File: src/rtl/obstacle_three_sprite_core.sv
// Obstacle-three sprite driver: per-frame horizontal motion FSM plus a 3-stage
// pixel pipeline (address -> sprite RAM -> palette) feeding the frame mux.
module obstacle_three_sprite_core #(
  parameter int          ADDR_WIDTH     = 10,
  parameter int          SIZE_BITS      = 5,
  parameter int          X_START        = 640,
  parameter int          Y_POS          = 400,
  parameter int          RESPAWN_FRAMES = 60,
  parameter logic [11:0] COLOR1         = 12'hF00,
  parameter logic [11:0] COLOR2         = 12'h0F0,
  parameter logic [11:0] COLOR3         = 12'h00F
) (
  input  logic                  clk_i,
  input  logic                  rst_n_i,
  input  logic [10:0]           x_i,
  input  logic [10:0]           y_i,
  input  logic                  frame_tick_i,
  input  logic                  start_i,
  input  logic                  stop_i,
  input  logic [3:0]            speed_i,
  output logic [ADDR_WIDTH-1:0] addr_r_o,
  input  logic [1:0]            ram_dout_i,
  output logic                  sprite_on_o,
  output logic [11:0]           sprite_rgb_o,
  output logic [10:0]           obstacle_x_o,
  output logic                  pass_pulse_o
);

  typedef enum logic [1:0] {IDLE, RUN, RESPAWN} state_t;

  localparam int               CNT_W    = (RESPAWN_FRAMES > 1) ? $clog2(RESPAWN_FRAMES) : 1;
  localparam logic [CNT_W-1:0] CNT_LAST = CNT_W'(RESPAWN_FRAMES - 1);
  localparam logic [10:0]      X_INIT   = 11'(X_START);
  localparam logic [11:0]      SPRITE_W = 12'(1 << SIZE_BITS);
  localparam logic [11:0]      TOP      = 12'(Y_POS);

  state_t                  state_q, state_d;
  logic [10:0]             xPos_q, xPos_d;
  logic [CNT_W-1:0]        cnt_q, cnt_d;
  logic                    pass_q, pass_d;
  logic [ADDR_WIDTH-1:0]   addr_q, addr_d;
  logic                    hitD1_q, hitD2_q;
  logic                    on_q, on_d;
  logic [11:0]             rgb_q, rgb_d;

  logic [11:0] px, py, left, colOff, rowOff;
  logic        hit;
  logic [10:0] speedExt;

  assign speedExt = {7'b0, speed_i};

  // stop outranks everything; position only ever moves on frame_tick so a frame never tears
  always_comb begin
    state_d = state_q;
    xPos_d  = xPos_q;
    cnt_d   = cnt_q;
    pass_d  = 1'b0;
    if (stop_i) begin
      state_d = IDLE;
    end else begin
      case (state_q)
        IDLE: begin
          if (start_i) begin
            state_d = RUN;
            xPos_d  = X_INIT;
          end
        end
        RUN: begin
          if (frame_tick_i) begin
            if (xPos_q < speedExt) begin
              state_d = RESPAWN;
              pass_d  = 1'b1;
              cnt_d   = '0;
            end else begin
              xPos_d = xPos_q - speedExt;
            end
          end
        end
        RESPAWN: begin
          if (frame_tick_i) begin
            if (cnt_q == CNT_LAST) begin
              state_d = RUN;
              xPos_d  = X_INIT;
            end else begin
              cnt_d = cnt_q + CNT_W'(1);
            end
          end
        end
        default: state_d = IDLE;
      endcase
    end
  end

  // hit test in 12 bits so x_pos+32 cannot wrap near the right edge
  always_comb begin
    px     = {1'b0, x_i};
    py     = {1'b0, y_i};
    left   = {1'b0, xPos_q};
    colOff = px - left;
    rowOff = py - TOP;
    hit    = (px >= left) && (px < left + SPRITE_W) &&
             (py >= TOP) && (py < TOP + SPRITE_W) && (state_q == RUN);
    addr_d = hit ? ADDR_WIDTH'({rowOff[SIZE_BITS-1:0], colOff[SIZE_BITS-1:0]}) : '0;
  end

  always_comb begin
    on_d  = hitD2_q && (ram_dout_i != 2'd0);
    rgb_d = 12'h000;
    if (on_d) begin
      case (ram_dout_i)
        2'd1:    rgb_d = COLOR1;
        2'd2:    rgb_d = COLOR2;
        2'd3:    rgb_d = COLOR3;
        default: rgb_d = 12'h000;
      endcase
    end
  end

  always_ff @(posedge clk_i) begin
    if (!rst_n_i) begin
      state_q <= IDLE;
      xPos_q  <= X_INIT;
      cnt_q   <= '0;
      pass_q  <= 1'b0;
      addr_q  <= '0;
      hitD1_q <= 1'b0;
      hitD2_q <= 1'b0;
      on_q    <= 1'b0;
      rgb_q   <= 12'h000;
    end else begin
      state_q <= state_d;
      xPos_q  <= xPos_d;
      cnt_q   <= cnt_d;
      pass_q  <= pass_d;
      addr_q  <= addr_d;
      hitD1_q <= hit;
      hitD2_q <= hitD1_q;
      on_q    <= on_d;
      rgb_q   <= rgb_d;
    end
  end

  assign addr_r_o     = addr_q;
  assign sprite_on_o  = on_q;
  assign sprite_rgb_o = rgb_q;
  assign obstacle_x_o = xPos_q;
  assign pass_pulse_o = pass_q;

endmodule

File: config.mk
export PLATFORM = sky130hd
export DESIGN_NAME = obstacle_three_sprite_core
export DESIGN_NICKNAME = d
export VERILOG_FILES = /design/src/rtl/obstacle_three_sprite_core.sv
export SDC_FILE = /design/constraint.sdc
export NUM_CORES = 1
export LEC_CHECK = 0
export ABC_CLOCK_PERIOD_IN_PS = 2950
export BUFFER_PORTS_ARGS = -buffer_cell sky130_fd_sc_hd__buf_2
export CORE_UTILIZATION = 50
export CTS_CLUSTER_SIZE = 25
export DETAILED_ROUTE_END_ITERATION = 8
export GPL_TIMING_DRIVEN = 1
export PLACE_DENSITY = 0.82
export SLEW_MARGIN = 15
export SYNTH_ARGS = -nofsm -noshare
export SYNTH_HDL_FRONTEND = slang
export SYNTH_SLANG_ARGS = --single-unit
export TNS_END_PERCENT = 100
File: constraint.sdc
create_clock -name clk_i -period 2.95 [get_ports clk_i]
set_clock_uncertainty 0.15 [all_clocks]
set_input_delay 0.295 -clock clk_i [delete_from_list [all_inputs] [get_ports clk_i]]
set_output_delay 0.295 -clock clk_i [all_outputs]
set_load 0.02 [all_outputs]
==> impl_metrics.py <==
metrics = {
    "status": {
        "status": "completed",
    },
    "route": {
        "drt-initial-drc-count": 115,
        "viasPerCell": 5.68,
        "drc": 0,
        "drt_wl_total_um": 5580,
        "ant_nets": 0,
        "firstDrtPassIters": 4,
        "wire_per_inst_um": 13.8,
        "vias": 2302,
    },
    "global_routing": {
        "antenna_found_initial": 0,
        "globalRouteOverflowTotal": 0,
        "track_usage": 0.228,
        "grt_pass1_wl_um": 9180,
        "grt_pass1_vias": 2059,
        "grt_max_degree": 15,
    },
    "pwr": {
        "p_leak_nw": 1.35,
        "p_per_area_nw_per_um2": 395,
        "ir_drop_uv": 319,
        "p_total_w": 0.00113,
    },
    "timing": {
        "slew_headroom": 0.693,
        "tightest_slew_ns": 0.449,
        "drv_slew": 0,
        "fin_crit_sh": 0.882,
        "finalSetupViolCount": 0,
        "period_minus_slack_ns": 2.60,
        "worst_slack_ns": 0.347,
        "setup_tns_ns": 0,
        "max_freq_mhz": 384,
        "hold_viol_final": 0,
        "rsz0062_at_grt": "false",
    },
    "layout": {
        "fin_util": 0.612,
        "antenna_cells": 0,
        "instances_no_fill": 405,
        "fill_cells": 429,
        "area_growth_syn_to_layout_pct": 17.7,
        "layout.nets": 409,
        "drive_gt1_frac": 0.271,
        "multi_input_area_um2": 1530,
        "seq_area_um2": 721,
    },
    "clocking": {
        "post_cts_buffers": 0,
        "ctsRootBufferMaster": "clkbuf_8",
        "cts_tree": "built",
        "hold_buffers": 0,
        "htreeDepth": 2,
        "clockBufferDepth": 2,
        "cts_made_buffers": 5,
        "clk_latency_ns": 0.29,
        "cts_repair_resize_count": 0,
        "cts_sinks": 36,
        "clk_pin_slew_ns": 0.08,
    },
    "worst_setup_path": {
        "crit_path_cell_trace": "inv_1, ha_1, inv_1, ha_1, a21o_1, a211o_1, o221a_1, a211oi_1, buf_4, nor2b_1",
        "slowest_delay_ns": 0.45,
        "crit_path_max_fanout": 11,
        "crit_path_start_kind": "register",
        "cp.required_ns": 3.03,
        "startpoint": "obstacle_x_o[5]",
        "r2r_start": "obstacle_x_o[5]",
        "crit_slowest_cell": "dfxtp_1",
        "crit_type": "reg -> reg",
        "arrival_ns": 2.68,
        "endpoint_kind": "register",
    },
    "synthesis": {
        "ys.flop_type": "dfxtp_1",
        "yosysWarningCount": 0,
        "post_synth.cell_area_avg_um2": 8.47,
        "ys_types": 61,
        "synthCells": 288,
        "syn_area_um2": 2440,
        "yosysSeqAreaShare": 0.296,
        "ys_seq_elements": 36,
        "syn_nets": 347,
        "synth-edff-count": 0,
        "synthArstFlopShare": 0,
    },
    "floorplanning": {
        "row_count": 25,
        "initial_core_util": 0.520,
        "dieArea_um2": 5160,
        "core_um2": 4690,
        "die_w_um": 71.8,
        "pin_count": 68,
        "die_h_um": 71.8,
    },
    "hold_path": {
        "hold_class": "in -> reg",
        "hold_start": "ram_dout_i[1]",
    },
    "placed_design": {
        "place_ws_ns": 0.376,
        "hpwl_um": 4300,
        "io_buffers": 67,
        "gp_congestion": 0.853,
        "dp_cells": 397,
    },
    "run": {
        "max_cap_violations": 0,
    },
}
[registers in the layout (all words and copies together), names as in the netlist]
| signal | count |
|---|---|
| obstacle_x_o | 11 |
| addr_r_o | 10 |
| cnt_q | 6 |
| sprite_rgb_o | 3 |
| state_q | 2 |
| hitD1_q | 1 |
| hitD2_q | 1 |
| pass_pulse_o | 1 |
| sprite_on_o | 1 |
[cells by family (layout without fill, tap and decap cells)]
group,Yosys count,count (layout),share of synthesized area
compound gates,69,69,0.190
xor+xnor,7,7,0.0251
fa+ha+maj,26,26,0.140
buf+inv,37,100,0.0770
flops,36,36,0.296
mux,2,2,0.00821
simple gates,111,111,0.264
[cell usage in the layout, fill, tap and decap left out, drive strengths merged, types with 6 or more instances in the layout]
master / n
and3: 6
o21ai: 12
nor2: 21
ha: 24
nand3: 12
inv: 22
a21oi: 21
dfxtp: 36
nand2b: 9
buf: 70
nor2b: 8
and2: 9
nand2: 16
xnor2: 6
[cells in the mapped netlist, types with 2 or more instances]
cell type   n  share of area
dfxtp_1    36           0.30
ha_1       24           0.12
inv_1      22          0.034
a21oi_1    20          0.041
nor2_1     19          0.029
nand2_1    16          0.025
nand3_1    12          0.025
buf_4      10          0.031
nand2b_1    8          0.021
o21ai_0     8          0.016
and2_1      7          0.018
nor2b_1     7          0.018
xnor2_1     6          0.022
a21o_1      5          0.015
a31oi_1     5          0.013
and3_1      5          0.013
nand4_1     5          0.013
nor3_1      5          0.010
o21ai_1     4         0.0082
or3_1       4          0.010
a211oi_1    3         0.0092
buf_2       3         0.0062
o21a_1      3         0.0092
o31ai_1     3         0.0092
or4_1       3         0.0092
a211o_1     2         0.0072
and2_2      2         0.0062
and4_1      2         0.0072
fa_1        2          0.016
mux2i_1     2         0.0082
nor2_2      2         0.0051
nor4_1      2         0.0051
o22ai_1     2         0.0051
or2_2       2         0.0051
[per-stage QoR]
stage          hold WS (ns)  cell area (um^2)
3_5_place_dp          0.286              2760
5_1_grt              0.0303              2870
6_report             0.0340              2870
3_3_place_gp          0.279              2760
2_1_floorplan         0.217              2440
4_1_cts              0.0271              2870
[final timing paths]
path | slack (ns) | endpoint | cells after the start
max | 0.35 | addr_r_o[0] | 10
min | 0.03 | sprite_rgb_o[10] | 2
max reg2reg | 0.35 | addr_r_o[0] | 10
min reg2reg | 0.29 | hitD2_q | 1
[power by group]
group	internal (W)	total [W]	switching, W
clock network	0.000250	0.000442	0.000192
registers	0.000492	0.000504	0.0000125
logic	0.0000828	0.000188	0.000105
total	0.000825	0.00113	0.000310
[layer usage]
layer | global-route usage | routed length, um
met1 | 0.285 | 2400
met2 | 0.386 | 2720
met3 | 0.0478 | 355
met4 | 0.0871 | 116
met5 | 0 | 0
[worst max-delay path, delay by kind of cell (launching register included)]
family | cells | cell delay [ns]
flip-flops | 1 | 0.45
AO/OA/AOI/OAI | 4 | 0.87
adder cells (fa/ha/maj) | 2 | 0.57
AND/OR/NAND/NOR | 1 | 0.14
buffers and inverters | 3 | 0.36
[area by class of cell]
class                      count  area share
timing repair buffer          70       0.125
clock inverter                 3      0.0148
sequential                    36       0.251
clock buffer                   5      0.0240
tap                           54      0.0235
inverter                      22      0.0288
multi-input combinational    215       0.533
(Power assumes the default switching activity.)
